$ cat src/rtl/ebi_pkg.sv
// Shared EBI definitions: M1->M2 virtual-channel ids, per-channel message lengths,
// credit depth and scheduler state type.
package ebi_pkg;

  localparam int unsigned M1_M2_CHANNEL_NUM       = 5;
  localparam int unsigned M1_M2_CHANNEL_NUM_WIDTH = $clog2(M1_M2_CHANNEL_NUM);

  typedef enum logic [M1_M2_CHANNEL_NUM_WIDTH-1:0] {
    ID_AR = 0,
    ID_AW = 1,
    ID_W  = 2,
    ID_CR = 3,
    ID_CD = 4
  } m1_m2_channel_id_t;

  localparam int unsigned AR_MESSAGE_LENGTH = 24;
  localparam int unsigned AW_MESSAGE_LENGTH = 24;
  localparam int unsigned W_MESSAGE_LENGTH  = 40;
  localparam int unsigned CR_MESSAGE_LENGTH = 12;
  localparam int unsigned CD_MESSAGE_LENGTH = 36;

  localparam int unsigned MAX_M1_M2_MESSAGE_LENGTH = 40;

  localparam int unsigned M1_M2_CHANNEL_LENGTH_LIST [M1_M2_CHANNEL_NUM] = '{
    AR_MESSAGE_LENGTH, AW_MESSAGE_LENGTH, W_MESSAGE_LENGTH,
    CR_MESSAGE_LENGTH, CD_MESSAGE_LENGTH
  };

  localparam int unsigned VC_BUFFER_DEPTH = 4;

  localparam int unsigned TX_LEN_WIDTH = $clog2(MAX_M1_M2_MESSAGE_LENGTH + 1);

  typedef enum logic {
    SCH_IDLE = 1'b0,
    SCH_HOLD = 1'b1
  } sch_state_t;

  // Payload bit count of a VC; unknown ids report zero.
  function automatic logic [TX_LEN_WIDTH-1:0] chan_len(input int unsigned id);
    if (id < M1_M2_CHANNEL_NUM) begin
      return TX_LEN_WIDTH'(M1_M2_CHANNEL_LENGTH_LIST[id]);
    end
    return '0;
  endfunction

endpackage

$ cat src/rtl/ebi_rr_arbiter.sv
// Combinational round-robin arbiter: first requester at or after ptr, wrapping, wins.
module ebi_rr_arbiter #(
  parameter int unsigned N = 5,
  localparam int unsigned IW = (N > 1) ? $clog2(N) : 1
) (
  input  logic [N-1:0]  req,
  input  logic [IW-1:0] ptr,
  output logic [N-1:0]  gnt,
  output logic [IW-1:0] gnt_idx
);

  logic        found;
  int unsigned idx;

  always_comb begin
    gnt     = '0;
    gnt_idx = '0;
    found   = 1'b0;
    idx     = 0;
    for (int unsigned i = 0; i < N; i++) begin
      idx = (32'(ptr) + i) % N;
      if (!found && req[idx]) begin
        found        = 1'b1;
        gnt[idx]     = 1'b1;
        gnt_idx      = IW'(idx);
      end
    end
  end

endmodule

$ cat src/rtl/ebi_m1m2_vc_scheduler.sv
// M1->M2 virtual-channel scheduler: credit-gated round-robin selection of one channel
// message at a time, held on the tx_* interface until the serial sender accepts it.
module ebi_m1m2_vc_scheduler
  import ebi_pkg::*;
#(
  parameter int unsigned NUM_CH   = M1_M2_CHANNEL_NUM,
  parameter int unsigned MSG_W    = MAX_M1_M2_MESSAGE_LENGTH,
  parameter int unsigned CRD_INIT = VC_BUFFER_DEPTH,
  localparam int unsigned CRD_W   = $clog2(CRD_INIT + 1),
  localparam int unsigned IDX_W   = (NUM_CH > 1) ? $clog2(NUM_CH) : 1
) (
  input  logic                               clk,
  input  logic                               rst_n,
  input  logic [NUM_CH-1:0]                  ch_valid_i,
  input  logic [NUM_CH*MSG_W-1:0]            ch_msg_i,
  output logic [NUM_CH-1:0]                  ch_ready_o,
  output logic                               tx_valid_o,
  input  logic                               tx_ready_i,
  output logic [M1_M2_CHANNEL_NUM_WIDTH-1:0] tx_vc_id_o,
  output logic [TX_LEN_WIDTH-1:0]            tx_len_o,
  output logic [MSG_W-1:0]                   tx_msg_o,
  input  logic                               crd_ret_valid_i,
  input  logic [M1_M2_CHANNEL_NUM_WIDTH-1:0] crd_ret_vc_i,
  output logic [NUM_CH*CRD_W-1:0]            crd_cnt_o,
  output logic                               crd_err_o
);

  sch_state_t                         state_q, state_d;
  logic [IDX_W-1:0]                   rr_ptr_q, rr_ptr_d;
  logic [CRD_W-1:0]                   crd_q [NUM_CH];
  logic [CRD_W-1:0]                   crd_d [NUM_CH];
  logic                               crd_err_q, crd_err_d;
  logic [M1_M2_CHANNEL_NUM_WIDTH-1:0] tx_vc_q;
  logic [TX_LEN_WIDTH-1:0]            tx_len_q;
  logic [MSG_W-1:0]                   tx_msg_q;

  logic [NUM_CH-1:0] elig;
  logic [NUM_CH-1:0] gnt;
  logic [IDX_W-1:0]  gnt_idx;
  logic              gnt_en;

  always_comb begin
    elig = '0;
    for (int unsigned k = 0; k < NUM_CH; k++) begin
      elig[k] = ch_valid_i[k] && (crd_q[k] != '0);
    end
  end

  ebi_rr_arbiter #(
    .N (NUM_CH)
  ) u_arb (
    .req     (elig),
    .ptr     (rr_ptr_q),
    .gnt     (gnt),
    .gnt_idx (gnt_idx)
  );

  assign gnt_en     = (state_q == SCH_IDLE) && (|elig);
  assign ch_ready_o = gnt_en ? gnt : '0;
  assign tx_valid_o = (state_q == SCH_HOLD);
  assign tx_vc_id_o = tx_vc_q;
  assign tx_len_o   = tx_len_q;
  assign tx_msg_o   = tx_msg_q;
  assign crd_err_o  = crd_err_q;

  always_comb begin
    state_d  = state_q;
    rr_ptr_d = rr_ptr_q;
    unique case (state_q)
      SCH_IDLE: begin
        if (gnt_en) begin
          state_d  = SCH_HOLD;
          rr_ptr_d = (32'(gnt_idx) == NUM_CH - 1) ? '0 : gnt_idx + 1'b1;
        end
      end
      SCH_HOLD: begin
        // No grant on the accept cycle: messages are at least two cycles apart.
        if (tx_ready_i) begin
          state_d = SCH_IDLE;
        end
      end
      default: state_d = SCH_IDLE;
    endcase
  end

  // A return and a grant on the same VC cancel; a return to a full VC is dropped.
  always_comb begin
    logic ret_hit;
    logic inc;
    logic dec;
    crd_err_d = crd_err_q;
    if (crd_ret_valid_i && (32'(crd_ret_vc_i) >= NUM_CH)) begin
      crd_err_d = 1'b1;
    end
    for (int unsigned k = 0; k < NUM_CH; k++) begin
      crd_d[k] = crd_q[k];
      ret_hit  = crd_ret_valid_i && (32'(crd_ret_vc_i) == k);
      inc      = ret_hit && (crd_q[k] != CRD_W'(CRD_INIT));
      dec      = gnt_en && gnt[k];
      if (ret_hit && !inc) begin
        crd_err_d = 1'b1;
      end
      if (inc && !dec) begin
        crd_d[k] = crd_q[k] + 1'b1;
      end else if (dec && !inc) begin
        crd_d[k] = crd_q[k] - 1'b1;
      end
    end
  end

  always_comb begin
    crd_cnt_o = '0;
    for (int unsigned k = 0; k < NUM_CH; k++) begin
      crd_cnt_o[k*CRD_W +: CRD_W] = crd_q[k];
    end
  end

  always_ff @(posedge clk or negedge rst_n) begin
    if (!rst_n) begin
      state_q   <= SCH_IDLE;
      rr_ptr_q  <= '0;
      crd_err_q <= 1'b0;
      tx_vc_q   <= '0;
      tx_len_q  <= '0;
      tx_msg_q  <= '0;
      for (int unsigned k = 0; k < NUM_CH; k++) begin
        crd_q[k] <= CRD_W'(CRD_INIT);
      end
    end else begin
      state_q   <= state_d;
      rr_ptr_q  <= rr_ptr_d;
      crd_err_q <= crd_err_d;
      for (int unsigned k = 0; k < NUM_CH; k++) begin
        crd_q[k] <= crd_d[k];
      end
      if (gnt_en) begin
        tx_vc_q  <= M1_M2_CHANNEL_NUM_WIDTH'(gnt_idx);
        tx_len_q <= chan_len(32'(gnt_idx));
        tx_msg_q <= ch_msg_i[32'(gnt_idx)*MSG_W +: MSG_W];
      end
    end
  end

endmodule
$ cat config.mk
export PLATFORM = sky130hd
export DESIGN_NAME = ebi_m1m2_vc_scheduler
export DESIGN_NICKNAME = d
export VERILOG_FILES = /design/src/rtl/ebi_pkg.sv /design/src/rtl/ebi_rr_arbiter.sv /design/src/rtl/ebi_m1m2_vc_scheduler.sv
export SDC_FILE = /design/constraint.sdc
export NUM_CORES = 1
export LEC_CHECK = 0
export CORE_ASPECT_RATIO = 2
export CORE_MARGIN = 10
export CORE_UTILIZATION = 45
export CTS_CLUSTER_DIAMETER = 100
export DETAILED_ROUTE_END_ITERATION = 8
export GPL_TIMING_DRIVEN = 0
export PLACE_DENSITY_LB_ADDON = 0.08
export SKIP_CTS_REPAIR_TIMING = 1
export SKIP_LAST_GASP = 1
export SLEW_MARGIN = 15
export SYNTH_ARGS = -nofsm -noshare
export SYNTH_HDL_FRONTEND = slang
export SYNTH_SLANG_ARGS = --single-unit
$ cat constraint.sdc
create_clock -name clk -period 8.1 [get_ports clk]
set_input_delay 1.62 -clock clk [delete_from_list [all_inputs] [get_ports clk]]
set_output_delay 1.62 -clock clk [all_outputs]
set_load 0.02 [all_outputs]
==> results of run 1 <==
[stage by stage]
stage	cells	instance area, sq um	setup slack, ps	TNS, ps	hold WS, ps
finish	1269	10400	237	0	476
global placement	1249	9930	-985	-4440	465
global route	1269	10400	8.54	0	527
detailed placement	1251	9960	-986	-4370	470
CTS	1267	10300	-1370	-6310	483
floorplan	774	6880	1010	0	564
[flip-flops by register name (all words and copies together), names as in the netlist]
| signal | flops |
|---|---|
| crd_err_o | 1 |
| crd_cnt_o | 15 |
| rr_ptr_q | 3 |
| tx_len_o | 4 |
| tx_vc_id_o | 3 |
| tx_msg_o | 40 |
| tx_valid_o | 1 |
[final timing paths]
| check | end | start |
|---|---|---|
| max reg2reg | crd_cnt_o[8] | rr_ptr_q[0] |
| min in group asynchronous | tx_msg_o[15] | rst_n |
| max in group asynchronous | crd_cnt_o[14] | rst_n |
| min reg2reg | tx_vc_id_o[2] | tx_vc_id_o[2] |
| min | tx_vc_id_o[2] | tx_vc_id_o[2] |
| max | ch_ready_o[0] | rr_ptr_q[2] |
[worst register-to-register path: cells and delay by family, from the launching register on]
family / cells / cell delay, ps
compound gates: 4 / 1210
xor+xnor: 2 / 320
fa+ha+maj: 6 / 1760
buf+inv: 11 / 1670
flops: 1 / 460
mux: 1 / 550
simple gates: 6 / 890
[cell type report]
cell class / count / area share (%)
Buffer: 57 / 3.42
Inverter: 32 / 1.17
Multi-Input combinational cell: 618 / 46.1
Clock buffer: 10 / 2.21
Sequential cell: 67 / 16.3
Clock inverter: 6 / 1.10
Timing Repair Buffer: 284 / 27.4
Tap cell: 195 / 2.36
[layer usage]
metal	routed length, microns	vias up
li1	-	3502
met1	9740	3640
met2	17900	337
met3	2180	83
met4	1630	0
met5	0	-
[layout by cell type, fill, tap and decap left out, drive strengths merged, types with 6 or more instances in the layout]
cell and instances:
nand3 10, clkbuf 29, or3 8, nor2 37, o31a 8, xnor2 18, a21oi 21, nor2b 7
mux2 9, inv 30, a31oi 7, mux2i 93, o22ai 10, and2 10, a2bb2oi 41, o221ai 43
o21ai 25, nand2 92, o31ai 13, dfrtp 62, buf 46, clkdlybuf4s50 274, o211ai 6, nor3 21
ha 36, xor2 11
[logic make-up after synthesis]
group	Yosys count	share of synthesized area [%]
XOR/XNOR	29	4.08
adder cells (fa/ha/maj)	41	8.01
AO/OA/AOI/OAI	219	25.2
buffers and inverters	89	6.71
flip-flops	67	24.5
other	1	0.0545
AND/OR/NAND/NOR	224	16.1
multiplexers	103	15.3
==> reports/qor.log, run 1 <==
INFO  outcome        run_status=finished, final reports clean
INFO  synth          synth.top_cells.by_area=sky130_fd_sc_hd__dfrtp_1 (23%), sky130_fd_sc_hd__mux2i_1 (14%), sky130_fd_sc_hd__ha_1 (6.6%)
INFO  synth          yosysTopAreaCellShare=22.6%
INFO  global_route   met2_track_demand_over_resource=58.3%
INFO  synth          synthFlopType=sky130_fd_sc_hd__dfrtp_1
INFO  clock_tree     clock_latency=330ps
INFO  worst_setup_path timing.critical_path.slowest_stage_cell=sky130_fd_sc_hd__a211oi_1
INFO  global_route   grt_antenna_before_repair=0
INFO  finish         area_growth=50.6%
INFO  worst_setup_path critical_path_arrival=6240ps
INFO  clock_tree     clockRootBuffer=sky130_fd_sc_hd__clkbuf_16
INFO  timing         grt_setup_unrepaired=no
INFO  floorplan      fp.coreArea=14900squm
INFO  clock_tree     cts.clk_slew.worst_paths=60ps
INFO  detailed_routing route.detailed.drc=0
INFO  worst_setup_path count_of_cell_instances_traversed_by_the_critical_path=20
INFO  synth          yosysTopAreaCell=sky130_fd_sc_hd__dfrtp_1
INFO  floorplan      die_w=107microns
INFO  global_route   number_of_global_route_vias_before_repair=8177
INFO  detailed_routing vias_per_cell=5.96
INFO  worst_setup_path worst_ep_required_time=6480ps
INFO  timing         number_of_endpoints_with_negative_hold_slack_in_the_final_report=0
INFO  worst_setup_path worstPathCellList=buf_4, buf_2, inv_1, ha_1, buf_2, or3_1, nand2_1, xnor2_1, ha_1, or3b_2, a21oi_1, a211oi_1, or3_1, o221a_2, nor4b_4, nand2_1, or3_1, nor3_1, o31a_1, clkbuf_2
INFO  global_route   grt-ovfl-total=0
INFO  place          placer_congestion_estimate=0.971
INFO  synth          synthesis.area_per_instance=8.90squm
INFO  timing         finalCriticalPeriod=7860ps
INFO  worst_setup_path critical-path-top-cell-by-count=sky130_fd_sc_hd__or3_1
INFO  finish         n_antenna_cell=0
INFO  worst_setup_path critical_path_launch_point_type=flip-flop
INFO  timing         fin_skew=11.1ps
INFO  detailed_routing postRouteWirelength=31.5mm
INFO  global_route   global_route.usage.total=29.4%
INFO  synth          yosys_warnings=0
INFO  timing         max_freq=127MHz
INFO  finish         final-seq-area=1680squm
INFO  worst_setup_path r2r_cells=30
INFO  synth          synthesized_netlist_cell_count=773
INFO  detailed_routing wl_per_cell=24.8microns
INFO  worst_setup_path worst-path-buf-inv=5
INFO  timing         slew_viol_final=0
INFO  clock_tree     cts.htree.levels=3
INFO  finish         post_route_cells_drive_above_1_share=9.50%
INFO  global_route   grt_start_max_net_pins=35
INFO  synth          post-synth-top-count-cell=sky130_fd_sc_hd__mux2i_1
INFO  synth          synth-seq-cells=67
INFO  detailed_routing firstDrtPassIters=5
INFO  worst_setup_path setup.worst_path.end_class=output pin
INFO  global_route   grt_first_pass_wirelength=47.6mm
INFO  place          io_buffers=280
INFO  worst_setup_path crit_fanout=10
INFO  worst_hold_path whs_path_depth=2
INFO  timing         worst_pin_slew=1120ps
INFO  clock_tree     tritoncts=built
INFO  worst_setup_path critPathTopFamily=simple AND/OR/NAND/NOR gates
INFO  place          place.detailed.hpwl=26.2mm
INFO  floorplan      core.rowCount=63
INFO  worst_setup_path critPathMaxStageDelay=880ps
INFO  finish         final_core_utilization=69.5%
INFO  detailed_routing dr_total_vias=7562
INFO  global_route   grtUsageMet3=8.32%
INFO  synth          yosys-top-cells-count=sky130_fd_sc_hd__mux2i_1 (93), sky130_fd_sc_hd__nand2_1 (91), sky130_fd_sc_hd__dfrtp_1 (62)
INFO  worst_setup_path path_class=flip-flop to output pin
INFO  clock_tree     clkSinkCount=67
INFO  detailed_routing dr.first_iter.drc_count=375
INFO  synth          unique_cell_type_count_in_the_yosys_netlist=86
INFO  worst_hold_path hold_path.class=flip-flop to flip-flop
INFO  synth          synthArstFlopShare=100%
INFO  timing         timing.final.setup_violations=0
INFO  floorplan      die-area=20900squm
INFO  synth          syn_area=6880squm
INFO  finish         multiInputGateArea=4780squm
INFO  synth          number_of_flops_mapped_to_enable_cells_by_yosys=0
INFO  floorplan      num_io_pins=283
INFO  timing         min_period_over_period=97.1%
INFO  clock_tree     cts_inserted_buffers=9
INFO  global_route   globalRoute.busiestLayer=met2
INFO  finish         fillCellCount=1242
INFO  finish         final_net_count=1322
INFO  floorplan      die_h=195microns
INFO  global_route   globalRouteMet1Util=25.2%
INFO  synth          seq_total_area_yosys=24.5%
INFO  worst_setup_path reg2reg_setup_slack=1140ps
INFO  detailed_routing antenna_violating_nets_post_route=0
INFO  floorplan      floorplan.initialDensity=46.2%
INFO  clock_tree     cts.path.max_buffers=2
INFO  timing         relSlewSlack=24.9%
INFO  flow_run       max_cap_violations=0
Power of run 1 is not shown: default switching activity piles up to over one toggle a cycle in this logic, so the estimate is an artifact.
==> run 2: changes to the inputs <==
- CORE_MARGIN: 10 -> default
- TNS_END_PERCENT: default -> 30
==> reports/qor.log, run 2 (same netlist as run 1, synthesis figures left out) <==
INFO  timing         finalCriticalPeriod=7990ps
INFO  timing         fin_worst_hold_slack=476ps
INFO  global_route   grt-ovfl-total=0
INFO  detailed_routing wl_per_cell=21.6microns
INFO  timing         setup_slack_of_the_critical_path_after_layout=110ps
INFO  finish         leading_cell_type_in_the_layout_fill_and_taps_excluded=sky130_fd_sc_hd__clkdlybuf4s50_1
INFO  clock_tree     clock_latency=330ps
INFO  place          placer_congestion_estimate=1.01
INFO  place          post-place-ws=-817ps
INFO  global_route   grt_first_pass_wirelength=41.0mm
INFO  finish         post_route_cells_drive_above_1_share=9.97%
INFO  timing         max_freq=125MHz
INFO  worst_hold_path hold_path.class=flip-flop to flip-flop
INFO  timing         fin_skew=10.2ps
INFO  worst_setup_path critical_path_launch_point_type=flip-flop
INFO  worst_setup_path critical-path-top-cell-by-count=sky130_fd_sc_hd__buf_4
INFO  finish         final_net_count=1321
INFO  timing         slew_viol_final=0
INFO  detailed_routing firstDrtPassIters=5
INFO  worst_setup_path worst_ep_required_time=6480ps
INFO  floorplan      floorplan.initialDensity=46.2%
INFO  detailed_routing antenna_violating_nets_post_route=0
INFO  worst_setup_path crit_fanout=10
INFO  worst_setup_path setup.worst_path.end_class=output pin
INFO  global_route   grt_antenna_before_repair=1
INFO  finish         area_growth=51.4%
INFO  worst_setup_path worst-path-buf-inv=11
INFO  worst_setup_path critPathMaxStageDelay=550ps
INFO  timing         number_of_endpoints_with_negative_hold_slack_in_the_final_report=0
INFO  clock_tree     tritoncts=built
INFO  finish         fillCellCount=1222
INFO  finish         largest_reg_flops=40
INFO  place          place.detailed.hpwl=22.3mm
INFO  clock_tree     clockRootBuffer=sky130_fd_sc_hd__clkbuf_16
INFO  worst_setup_path critPathTopFamily=buffers and inverters
INFO  clock_tree     cts_inserted_buffers=9
INFO  global_route   number_of_global_route_vias_before_repair=7642
INFO  timing         grt_setup_unrepaired=yes
INFO  global_route   met2_track_demand_over_resource=66.2%
INFO  detailed_routing route.detailed.drc=0
INFO  detailed_routing dr_total_vias=7505
INFO  finish         layout_common_cells=sky130_fd_sc_hd__clkdlybuf4s50_1 (274), sky130_fd_sc_hd__mux2i_1 (93), sky130_fd_sc_hd__nand2_1 (91)
INFO  outcome        run_status=finished, final reports clean
INFO  floorplan      die_h=177microns
INFO  detailed_routing vias_per_cell=5.91
INFO  timing         min_period_over_period=98.6%
INFO  global_route   global_route.usage.total=35.5%
INFO  clock_tree     clkSinkCount=67
INFO  detailed_routing postRouteWirelength=27.4mm
INFO  timing         relSlewSlack=23.5%
INFO  timing         worst_pin_slew=1140ps
INFO  place          io_buffers=280
INFO  floorplan      core.rowCount=63
INFO  worst_setup_path path_class=flip-flop to output pin
INFO  floorplan      die_w=89.4microns
INFO  global_route   grt_start_max_net_pins=45
INFO  timing         timing.final.setup_violations=0
INFO  worst_setup_path timing.critical_path.slowest_stage_cell=sky130_fd_sc_hd__mux4_2
INFO  place          postPlaceCellArea=9960squm
INFO  floorplan      fp.coreArea=14900squm
INFO  worst_setup_path critical_path_arrival=6370ps
INFO  clock_tree     cts.path.max_buffers=2
INFO  global_route   globalRouteMet1Util=32.4%
INFO  detailed_routing dr.first_iter.drc_count=334
INFO  finish         final_area=10400squm
INFO  flow_run       max_cap_violations=0
INFO  global_route   grtUsageMet3=9.28%
INFO  clock_tree     cts.clk_slew.worst_paths=60ps
INFO  timing         totalNegativeSetupSlack=0ps
INFO  floorplan      die-area=15800squm
INFO  clock_tree     cts.htree.levels=3
INFO  floorplan      num_io_pins=283
INFO  global_route   globalRoute.busiestLayer=met2
run 2: cell type report:
cell class	count	area [sq um]	share of cell area [%]
clock inverters	7	101	0.974
repair buffers	283	2850	27.4
well taps	195	244	2.34
flip-flops and latches	67	1680	16.2
multi-input cells	618	4830	46.4
clock buffers	9	225	2.16
inverters	32	121	1.17
diodes	1	2.50	0.0240
plain buffers	57	350	3.37
run 2: worst paths after layout:
check	from	endpoint	slack, ps	depth (start not counted)
setup / recovery	rr_ptr_q[0]	ch_ready_o[3]	110	25
max in group asynchronous	rst_n	crd_cnt_o[14]	6300	2
min in group asynchronous	rst_n	tx_msg_o[16]	1190	1
hold reg to reg	tx_len_o[4]	tx_len_o[4]	480	2
hold / removal	tx_len_o[4]	tx_len_o[4]	480	2
setup reg to reg	rr_ptr_q[0]	crd_cnt_o[8]	1160	30
run 2: metrics by stage:
step	util, %	std cells
global placement	66.6	1249
global route	69.9	1269
detailed placement	66.9	1251
finish	69.9	1269
CTS	69.1	1267
floorplan	-	774
run 2: layer usage:
layer | share of wire (%) | up-vias
met4 | 7.5 | 0
met5 | 0 | -
met3 | 6.6 | 110
met2 | 54 | 344
met1 | 32 | 3536
li1 | - | 3515
run 2: worst register-to-register path, delay by kind of cell, from the launching register on:
kind                     cells  cell delay (ps)
flip-flops                   1              420
buffers and inverters       12             1930
AND/OR/NAND/NOR              6              930
XOR/XNOR                     2              300
adder cells (fa/ha/maj)      5             1490
multiplexers                 1              550
AO/OA/AOI/OAI                4             1220
Power of run 2 is left out for the same reason.
